===== config.mk =====
export PLATFORM = sky130hd
export DESIGN_NAME = mux_scan_sequencer_flat
export DESIGN_NICKNAME = d
export VERILOG_FILES = /design/src/rtl/mux_scan_if.sv /design/src/rtl/mux_scan_sequencer.sv /design/src/flat_wrapper.sv
export SDC_FILE = /design/constraint.sdc
export NUM_CORES = 1
export LEC_CHECK = 0
export BUFFER_PORTS_ARGS = -buffer_cell sky130_fd_sc_hd__buf_4
export CORE_MARGIN = 4
export CORE_UTILIZATION = 50
export DETAILED_ROUTE_END_ITERATION = 16
export GPL_TIMING_DRIVEN = 0
export PLACE_DENSITY = 0.83
export SLEW_MARGIN = 20
export SYNTH_ARGS = -nofsm -noshare
export SYNTH_HDL_FRONTEND = slang
export SYNTH_SLANG_ARGS = --single-unit

===== constraint.sdc =====
create_clock -name clk -period 1.92 [get_ports clk]
set_clock_uncertainty 0.2 [all_clocks]
set_input_delay 0.096 -clock clk [delete_from_list [all_inputs] [get_ports clk]]
set_output_delay 0.096 -clock clk [all_outputs]
set_load 0.03 [all_outputs]

===== src/rtl/mux_scan_if.sv =====
// Bundle between the scan sequencer and the 4:1 mux it drives and samples.
// Handshake: start is level-sampled only while the sequencer is idle; busy
// stays high from the cycle after start is taken through the done cycle;
// done is a one-cycle pulse, and result is valid from that cycle until the
// next done pulse.
interface mux_scan_if;
    logic       start;
    logic       continuous;
    logic       address0;
    logic       address1;
    logic       mux_out;
    logic       busy;
    logic       done;
    logic [3:0] result;

    // Controller / mux side: requests scans and returns the mux output.
    modport master (
        output start, continuous, mux_out,
        input  address0, address1, busy, done, result
    );

    // Sequencer side.
    modport slave (
        input  start, continuous, mux_out,
        output address0, address1, busy, done, result
    );
endinterface


===== src/rtl/mux_scan_sequencer.sv =====
// Walks the mux select through 0..3. After each select change it waits
// SETTLE_CYCLES so the gate network can resolve, then captures mux_out.
// The four captured bits form result, and done pulses for one cycle.
module mux_scan_sequencer #(
    parameter int SETTLE_CYCLES = 2
) (
    input  logic        clk,
    input  logic        resetn,
    mux_scan_if.slave   bus,
    output logic [1:0]  dbg_state
);
    typedef enum logic [1:0] {
        IDLE   = 2'd0,
        SETTLE = 2'd1,
        SAMPLE = 2'd2,
        DONE   = 2'd3
    } state_t;

    localparam logic [3:0] CNT_LAST = 4'(SETTLE_CYCLES - 1);

    state_t     state;
    state_t     state_nx;
    logic [1:0] addr;
    logic [3:0] cnt;
    logic [3:0] shadow;
    logic [3:0] shadow_nx;
    logic [3:0] result_q;
    logic       settle_end;

    // Counts at or past the terminal value end the settle phase. This also
    // recovers from a corrupted counter.
    assign settle_end = (cnt >= CNT_LAST);

    // State register.
    always_ff @(posedge clk) begin
        if (!resetn) state <= IDLE;
        else         state <= state_nx;
    end

    // Next-state logic. start is ignored outside IDLE, and continuous is
    // looked at only in DONE.
    always_comb begin
        state_nx = state;
        case (state)
            IDLE:    if (bus.start) state_nx = SETTLE;
            SETTLE:  if (settle_end) state_nx = SAMPLE;
            SAMPLE:  state_nx = (addr == 2'd3) ? DONE : SETTLE;
            DONE:    state_nx = bus.continuous ? SETTLE : IDLE;
            default: state_nx = IDLE;
        endcase
    end

    // Shadow with the current sample merged in. This lets the last bit go
    // straight into result, so result is valid in the done cycle.
    always_comb begin
        shadow_nx       = shadow;
        shadow_nx[addr] = bus.mux_out;
    end

    // Datapath: the select only advances on the edge leaving SAMPLE, so it is
    // held for SETTLE_CYCLES+1 cycles. An X on mux_out is captured unchanged.
    always_ff @(posedge clk) begin
        if (!resetn) begin
            addr     <= 2'd0;
            cnt      <= 4'd0;
            shadow   <= 4'd0;
            result_q <= 4'd0;
        end else begin
            case (state)
                IDLE: begin
                    addr <= 2'd0;
                    cnt  <= 4'd0;
                end
                SETTLE: begin
                    if (!settle_end) cnt <= cnt + 4'd1;
                end
                SAMPLE: begin
                    shadow <= shadow_nx;
                    cnt    <= 4'd0;
                    if (addr != 2'd3) addr     <= addr + 2'd1;
                    else              result_q <= shadow_nx;
                end
                DONE: begin
                    addr <= 2'd0;
                    cnt  <= 4'd0;
                end
                default: begin
                    addr <= 2'd0;
                    cnt  <= 4'd0;
                end
            endcase
        end
    end

    // Output decode from the registered state.
    always_comb begin
        bus.busy = 1'b0;
        bus.done = 1'b0;
        case (state)
            IDLE:    bus.busy = 1'b0;
            DONE:    begin bus.busy = 1'b1; bus.done = 1'b1; end
            default: bus.busy = 1'b1;
        endcase
    end

    assign bus.address0 = addr[0];
    assign bus.address1 = addr[1];
    assign bus.result   = result_q;
    assign dbg_state    = state;
endmodule


===== src/flat_wrapper.sv =====
// flat-port wrapper written by rule: the top's interface ports become plain ports
module mux_scan_sequencer_flat 
#(
    parameter int SETTLE_CYCLES = 2
)
  (clk, resetn, dbg_state, bus_start, bus_continuous, bus_mux_out, bus_address0, bus_address1, bus_busy, bus_done, bus_result);
  mux_scan_if bus_i ();
  input  logic clk;
  input  logic resetn;
  output logic [1:0] dbg_state;
  input wire logic [$bits(bus_i.start)-1:0] bus_start;
  input wire logic [$bits(bus_i.continuous)-1:0] bus_continuous;
  input wire logic [$bits(bus_i.mux_out)-1:0] bus_mux_out;
  output wire logic [$bits(bus_i.address0)-1:0] bus_address0;
  output wire logic [$bits(bus_i.address1)-1:0] bus_address1;
  output wire logic [$bits(bus_i.busy)-1:0] bus_busy;
  output wire logic [$bits(bus_i.done)-1:0] bus_done;
  output wire logic [$bits(bus_i.result)-1:0] bus_result;
  assign bus_i.start = bus_start;
  assign bus_i.continuous = bus_continuous;
  assign bus_i.mux_out = bus_mux_out;
  assign bus_address0 = bus_i.address0;
  assign bus_address1 = bus_i.address1;
  assign bus_busy = bus_i.busy;
  assign bus_done = bus_i.done;
  assign bus_result = bus_i.result;
  mux_scan_sequencer #(.SETTLE_CYCLES(SETTLE_CYCLES)) u_core (.clk(clk), .resetn(resetn), .bus(bus_i), .dbg_state(dbg_state));
endmodule

# Word-level counts from Yosys, hierarchy flattened
# Index checks and enable logic that the tools add are counted.
[totals]
wordCells = 42
in_bits = 5
ff_bits = 16
out_inout_bits = 10
[op_classes]
eq_ne = 9
add_sub_neg = 2
bitwise = 1
reduce_logical = 8
n_mux = 14
order_cmp = 3
[op_table]
columns = ["operator", "count"]
rows = [
  ["2-bit 2-to-1 mux", 4],
  ["2-bit one-hot mux with 4 select lines", 1],
  ["4-bit one-hot mux with 2 select lines", 1],
  ["2-bit == test, second input constant", 3],
  ["2-bit inequality test, second input constant", 3],
  ["2-bit AND reduction", 3],
  ["4-bit by 1-bit adder with 4-bit output, second input constant", 1],
  ["4-bit bitwise mux", 1],
  ["4-bit by 1-bit greater-or-equal comparator with 1-bit output, second input constant", 1],
  ["1-bit 2-to-1 mux", 4],
  ["4-bit 2-to-1 mux", 1],
  ["2-bit by 1-bit inequality test with 1-bit output, second input constant", 2],
  ["2-bit one-hot mux with 2 select lines", 1],
  ["2-bit by 3-bit < comparator with 1-bit output, second input constant", 1],
  ["3-bit OR reduction", 1],
  ["2-bit by 1-bit adder with 2-bit output, second input constant", 1],
  ["1-bit demux with 2-bit select", 1],
  ["2-bit by 1-bit == test with 1-bit output, second input constant", 1],
  ["2-bit by 1-bit greater-or-equal comparator with 1-bit output, second input constant", 1],
  ["2-bit logical NOT", 1],
  ["2-bit nonzero test", 1],
  ["2-bit OR reduction", 1],
  ["1-bit logical AND", 1],
  ["1-bit inverter", 1],
]

# Logic depth before layout (Yosys ltp)
# Gate-level depths: netlist of run 1.
[depth]
depth_word = 5
mapped_depth = 6
ltp_nobuf = 5

# Least setup slack after synthesis of run 1
# Ideal clock, no wire load.
[synth_timing]
kind = "reg-to-reg"
start = "reg u_core.state[0] (netlist: u_core.dbg_state[0])"
end = "reg u_core.state[1] (netlist: u_core.dbg_state[1])"
required_time_ns = 1.594
setup_ns = 0.126
arrival_time_ns = 1.543
path_stages_with_launch = 7
period_less_slack_ns = 1.869
setup_slack_ns = 0.051
path_buffers = 1
path_cell_list = "dfxtp_1 > inv_1 > ha_1 > and2_1 > buf_2 > a211oi_1 > o32ai_1"
[synth_via]
elab_chain_cells = 3
word_cells_on_any_way = 8
classes_between = "eq/ne (5); mux (1); reduce/logical (2)"
[synth_rtl]
columns = ["element", "line_no", "text"]
rows = [
  ["start: declaration", "mux_scan_sequencer.sv:21", "state_t state;"],
  ["start signal: assignment", "mux_scan_sequencer.sv:37", "else state <= state_nx;"],
  ["2-bit by 1-bit == test with 1-bit output / 2-bit logical NOT (equally long branches)", "mux_scan_sequencer.sv:44", "case (state)"],
  ["2-bit by 1-bit inequality test with 1-bit output (no source line) / 2-bit inequality test (equally long branches)", "n/a", ""],
  ["2-bit AND reduction (no source line)", "n/a", ""],
]
# Several ways; a longest one is shown, not always the timed one.
# A chain may end at the register's enable or synchronous reset.

# Final worst setup path of run 1
[layout_timing]
start = "reg u_core.cnt[1]"
end = "reg u_core.cnt[3]"
[layout_via]
elab_chain_cells = 3
word_cells_on_any_way = 5
classes_between = "add/sub (1); order compare (1); eq/ne (1); mux (2)"
[layout_rtl]
columns = ["element", "line_no", "text"]
rows = [
  ["start: declaration", "mux_scan_sequencer.sv:24", "logic [3:0] cnt;"],
  ["start signal: assignment", "mux_scan_sequencer.sv:75", "if (!settle_end) cnt <= cnt + 4'd1;"],
  ["4-bit by 1-bit adder with 4-bit output", "mux_scan_sequencer.sv:75", ""],
  ["4-bit 2-to-1 mux", "mux_scan_sequencer.sv:75", ""],
  ["4-bit one-hot mux with 2 select lines", "mux_scan_sequencer.sv:69", "case (state)"],
]
# Several ways; a longest one is shown, not always the timed one. The select of a mux whose other input is x is not followed.

==> results of run 1 <==
[final timing paths]
path                           to  cells past startpoint                 start
max reg2reg         u_core.cnt[3]                      5         u_core.cnt[1]
min reg2reg  u_core.bus.result[3]                      2  u_core.bus.result[3]
min          u_core.bus.result[3]                      2  u_core.bus.result[3]
max                 u_core.cnt[3]                      5         u_core.cnt[1]
[cell usage in the layout (no fill, tap or decap), drive strengths merged]
cell type / synthesis / layout
nor2b: 1 / 1
o211ai: 1 / 1
clkbuf: 1 / 4
o32ai: 3 / 3
a221oi: 1 / 1
nand2: 9 / 9
a22oi: 1 / 1
a21oi: 7 / 7
nand4: 1 / 1
o31ai: 1 / 1
ha: 13 / 13
or4b: 1 / 1
nor2: 6 / 6
inv: 10 / 10
dfxtp: 15 / 15
nand2b: 1 / 1
o22ai: 2 / 2
nand3: 5 / 5
mux2i: 6 / 6
a211oi: 4 / 4
buf: 2 / 16
and2: 1 / 1
dlygate4sd3: 0 / 4
nor4b: 1 / 1
or3: 1 / 1
o21ai: 3 / 3
[flip-flops by register name (all words and copies together), names as in the netlist]
name,count
u_core.bus.result,4
u_core.cnt,4
u_core.shadow,3
u_core.addr,2
u_core.dbg_state,2
[routing by layer]
metal / GRT usage (%) / share of wire (%)
met4: 1.38 / 0.62
met3: 5.72 / 2.9
met2: 30.0 / 51
met5: 0 / 0
met1: 20.3 / 45
[kinds of logic after synthesis]
kind of cell	after synthesis
muxes	6
AOI/OAI and AO/OA	23
DFF	15
and+or+nand+nor	27
adders and majority gates	13
buffers and inverters	13
[power by group through the flow]
stage / clock network, mW / logic (mW) / registers, mW
2_1_floorplan: 0 / 0.372 / 0.451
3_3_place_gp: 0 / 0.561 / 0.406
4_1_cts: 0.185 / 0.582 / 0.400
3_5_place_dp: 0 / 0.571 / 0.409
5_1_grt: 0.198 / 0.669 / 0.414
6_report: 0.180 / 0.597 / 0.403
[cell usage after synthesis (2+ instances only)]
cell type / n / area (um^2)
a211oi_1: 4 / 30.0
ha_1: 13 / 163
o32ai_1: 3 / 26.3
mux2i_1: 6 / 60.1
nor2_1: 6 / 22.5
o21ai_0: 2 / 10.0
dfxtp_1: 15 / 300
inv_1: 10 / 37.5
a21oi_1: 7 / 35.0
nand3_1: 5 / 25.0
nand2_1: 9 / 33.8
[worst max-delay path, cell delays in order (launching register included)]
cell and delay [ps]:
dfxtp_2 360, inv_1 60, ha_1 230, or4b_4 530
a22oi_1 210, o32ai_1 90
[area by class of cell]
type / instances / area (um^2) / share of cell area, %
flip-flops and latches: 15 / 303 / 28.2
multi-input cells: 69 / 532 / 49.6
repair buffers: 18 / 145 / 13.5
clock buffers: 4 / 26.3 / 2.45
plain buffers: 2 / 8.76 / 0.817
well taps: 16 / 20.0 / 1.87
inverters: 10 / 37.5 / 3.50
[stage by stage]
| stage | total power, mW | setup slack (ps) | util (%) | std cells | hold WS, ps |
|---|---|---|---|---|---|
| final | 1.18 | 130 | 68.0 | 134 | 264 |
| after global routing | 1.28 | 3.04 | 68.0 | 134 | 314 |
| after CTS | 1.17 | 29.8 | 67.4 | 135 | 268 |
| after global placement | 0.967 | 92.9 | 63.2 | 127 | 188 |
| after detailed placement | 0.980 | 35.3 | 63.2 | 127 | 196 |
| after floorplan | 0.823 | 51.2 | - | 97 | 32.0 |
[timing repair]
action / CTS / global route
setup buffers: 0 / 0
endpoints found under the hold margin: 9 / 0
hold buffers: 4 / 0
resized for setup: 0 / 4
endpoints found under the setup margin: 0 / 6
==> metrics.csv, run 1 <==
stage;metric;value;unit
global_routing;number of global-route vias before repair;761;
finish;share of cells above drive strength 1;20.3;%
routing;drt drc;0;
floorplan;IO Pins;15;
timing;Setup-failing EPs final;0;
synth;synthesized area;871;um^2
synth;number of synthesized flops with an enable pin;0;
power_and_ir_drop;P_leak;0.470;nW
timing;min Tclk post-route;1790;ps
worst_hold_path;Worst Hold Class;reg2reg;
clock_tree;Bufs on Longest Clock Path;2;
synth;XOR/XNOR Fraction of Synth Area;0;%
clock_tree;total CTS buffers;3;
run_status;status;completed;
power_and_ir_drop;Net Sw Frac;41.9;%
worst_setup_path;CP Max Fanout;4;
routing;DRT Wirelength;1790;um
clock_tree;CTS tree;built;
synth;number of library cell types mapped by synthesis;28;
synth;net count after synthesis;115;
power_and_ir_drop;Peak supply drop;0.829;mV
synth;Synth Area in Simple Gates;16.2;%
synth;syn avg cell area;8.98;um^2
job;Max-Cap Viols;0;
power_and_ir_drop;Clock Power Share;15.3;%
global_routing;initial antenna violation count;0;
synth;largest family of logic cells by synthesized area;adder cells;
timing;RSZ-0062 raised after global routing;false;
routing;drt via density;5.57;
power_and_ir_drop;Power Dens Cells;1100;mW/mm^2
worst_setup_path;Worst setup EP type;flop;
timing;setup TNS;0;ps
floorplan;Die Y;49.7;um
placement;Placer Congestion;0.831;
worst_setup_path;arrival time worst endpoint;1760;ps
clock_tree;Reg clk slew, reported paths;90;ps
clock_tree;worst skew pair latency;280;ps
placement;dpl hpwl;1310;um
power_and_ir_drop;net switching power;494;uW
finish;Layout Nets;137;
synth;Post-synth ARST share;0;%
synth;adder and majority gate portion of the synthesized area;18.7;%
synth;predominant post-synthesis flop cell;dfxtp_1;
routing;ANT nets after route;0;
clock_tree;clock sink total;15;
synth;Synth Area in Compound Gates;18.0;%
synth;post-synthesis mux area share;6.90;%
synth;cell count after synthesis;97;
finish;fill count;126;
power_and_ir_drop;Comb pwr share;50.6;%
routing;WL/cell;13.3;um
timing;Slew Limit Headroom;74.3;%
worst_setup_path;Worst Setup Path Type;reg2reg;
clock_tree;CTS H-tree lvls;1;
finish;ant diodes;0;
timing;period utilization;93.3;%
timing;Slew @ Worst Pin;386;ps
worst_setup_path;r2r setup slk;130;ps
routing;vias post-DR;747;
placement;# port buffers;14;
placement;Placed Area;996;um^2
routing;Initial DRC Count;3;
finish;Area Growth Syn to Fin;23.1;%
routing;DRT Pass-1 Iters;5;
timing;Hold Vio Cnt, Final;0;
floorplan;die width;49.7;um
power_and_ir_drop;share of power burned in registers;34.1;%
finish;post-route cell area;0.00107;mm^2
synth;flops & latches, synth;15;
synth;Seq/Total Area, Yosys;34.5;%
worst_setup_path;CP required;1890;ps
power_and_ir_drop;cell-internal power;686;uW
global_routing;largest net degree at the start of global routing;11;
global_routing;grt ovf;0;
clock_tree;Root Driver;clkbuf_4;
global_routing;first-pass GRT wire length;3300;um
global_routing;GRT Total Usage;16.9;%
timing;Max Freq;0.559;GHz
timing;Slew Limit Fails;0;
synth;Ys Warns;0;
worst_setup_path;Worst Setup Start Kind;flop;
floorplan;die area;0.00247;mm^2
floorplan;site row count;14;
floorplan;CORE AREA;0.00158;mm^2
floorplan;initial core utilization;55.2;%
No activity file was read; power rests on OpenSTA's default activity.
==> run 2, diff against run 1 <==
--- a/config.mk
+++ b/config.mk
@@ -10,7 +10,7 @@
 export CORE_UTILIZATION = 50
 export DETAILED_ROUTE_END_ITERATION = 16
 export GPL_TIMING_DRIVEN = 0
-export PLACE_DENSITY = 0.83
+export PLACE_DENSITY = 0.79
 export SLEW_MARGIN = 20
 export SYNTH_ARGS = -nofsm -noshare
 export SYNTH_HDL_FRONTEND = slang
==> metrics.csv, run 2 (synthesized netlist as in run 1, its figures left out) <==
stage;metric;value;unit;change
timing;Max Freq;0.565;GHz;+1.2%
finish;Layout Nets;137;;unchanged
power_and_ir_drop;Power Dens Cells;1100;mW/mm^2;+0.21%
clock_tree;total setup buffers inserted after CTS;0;;unchanged
worst_setup_path;Worst setup EP type;flop;;
routing;drt drc;0;;unchanged
worst_setup_path;Worst Setup Start Kind;flop;;
routing;DRT Pass-1 Iters;4;;-1
job;Max-Cap Viols;0;;unchanged
timing;Slew @ Worst Pin;399;ps;+13.8 ps
finish;post-route cell area;0.00107;mm^2;+0.23%
clock_tree;CTS H-tree lvls;1;;unchanged
global_routing;number of global-route vias before repair;789;;+3.7%
finish;most common cell after layout, fill and taps aside;buf_4;;
clock_tree;Bufs on Longest Clock Path;2;;unchanged
finish;most frequent cells in the layout;14 x buf_4, 13 x dfxtp_1, 11 x ha_1, 10 x inv_1, 9 x nand2_1;;
timing;Slew Limit Headroom;73.4;%;-0.92 points
timing;min Tclk post-route;1770;ps;-21.6 ps
finish;Area Growth Syn to Fin;23.4;%;
timing;Setup-failing EPs final;0;;unchanged
global_routing;initial antenna violation count;0;;unchanged
run_status;status;completed;;
floorplan;die width;49.7;um;unchanged
placement;Placer Congestion;0.817;;-1.6%
floorplan;die area;0.00247;mm^2;unchanged
routing;Initial DRC Count;12;;+9
power_and_ir_drop;P_leak;0.468;nW;-0.34%
timing;setup TNS;0;ps;unchanged
clock_tree;Root Driver;clkbuf_4;;
clock_tree;CTS tree;built;;
timing;Hold Vio Cnt, Final;0;;unchanged
floorplan;initial core utilization;55.2;%;unchanged
floorplan;IO Pins;15;;unchanged
global_routing;grt ovf;0;;unchanged
timing;Slew Limit Fails;0;;unchanged
clock_tree;worst skew pair latency;290;ps;about the same
finish;ant diodes;0;;unchanged
timing;RSZ-0062 raised after global routing;false;;
global_routing;first-pass GRT wire length;3300;um;unchanged
power_and_ir_drop;Peak supply drop;0.781;mV;-5.8%
global_routing;GRT Total Usage;16.7;%;-0.21 points
placement;Placed Area;996;um^2;unchanged
finish;share of cells above drive strength 1;21.2;%;+0.85 points
routing;vias post-DR;731;;-2.1%
worst_hold_path;hold depth;2;;unchanged
worst_setup_path;Worst Setup Path Type;reg2reg;;
worst_setup_path;CP Max Fanout;4;;unchanged
worst_setup_path;CP required;1900;ps;about the same
global_routing;largest net degree at the start of global routing;11;;unchanged
routing;ANT nets after route;0;;unchanged
routing;drt via density;5.46;;-2.1%
worst_setup_path;arrival time worst endpoint;1750;ps;about the same
timing;period utilization;92.1;%;-1.1 points
placement;# port buffers;14;;unchanged
worst_hold_path;Worst Hold Class;reg2reg;;
clock_tree;total CTS buffers;3;;unchanged
clock_tree;clock sink total;15;;unchanged
floorplan;CORE AREA;0.00158;mm^2;unchanged
worst_setup_path;Worst Reg-to-Reg Cells;5;;unchanged
floorplan;site row count;14;;unchanged
floorplan;Die Y;49.7;um;unchanged
clock_tree;Reg clk slew, reported paths;100;ps;about the same
routing;DRT Wirelength;1760;um;-1.8%
routing;WL/cell;13.1;um;-1.8%
placement;dpl hpwl;1310;um;about the same
==> run 2: changes by cell type in the layout (fill, tap and decap cells not counted) <==
cell,change
ha_1,-1
ha_2,+1
==> run 2: what timing repair did <==
| action | 4_1_cts | 5_1_grt |
|---|---|---|
| hold buffers | 4 | 0 |
| gates resized for setup | 0 | 5 |
| endpoints found under the hold margin | 12 | 0 |
| endpoints found under the setup margin | 0 | 7 |
==> run 2: area by class of cell <==
type / instances / area (um^2)
timing repair buffer: 18 / 145
clock buffer: 4 / 26.3
buffer: 2 / 8.76
sequential: 15 / 303
fill: 133 / 502
tap: 16 / 20.0
inverter: 10 / 37.5
multi-input combinational: 69 / 534
==> run 2: worst paths after layout <==
path                                      startpoint              endpoint  slack, ps
worst max register to register         u_core.cnt[1]         u_core.cnt[3]        150
worst min-delay path            u_core.bus.result[3]  u_core.bus.result[3]        260
worst max-delay path                   u_core.cnt[1]         u_core.cnt[3]        150
worst min register to register  u_core.bus.result[3]  u_core.bus.result[3]        260
==> run 2: critical path, stage by stage, from the launching register on <==
cell and delay (ps):
dfxtp_2 360, inv_1 60, ha_1 220, or4b_4 530, a22oi_1 200, o32ai_1 90
==> run 2: metal layers <==
metal	routed length (um)	vias up	global-route usage [%]	part of all wire [%]
met5	0	-	0	0
met4	18	0	2.76	1.0
met3	67	4	5.72	3.8
met2	871	9	28.6	50
met1	798	334	20.2	45
li1	-	384	-	-
==> run 2: per-stage QoR <==
step           util, %  setup WS (ps)  hold slack, ps  power [mW]  cells
2_1_floorplan        -           51.2            32.0       0.823     97
3_3_place_gp      63.2           76.4             189       0.970    127
3_5_place_dp      63.2           41.1             196       0.981    127
4_1_cts           67.4           24.8             267        1.18    135
5_1_grt           68.2           25.5             301        1.30    134
6_report          68.2            151             263        1.19    134
==> run 2: report_power, final <==
part | internal, mW | total, mW | switching, mW
sequential | 0.352 | 0.403 | 0.0516
clock | 0.0808 | 0.186 | 0.105
combinational | 0.255 | 0.596 | 0.341
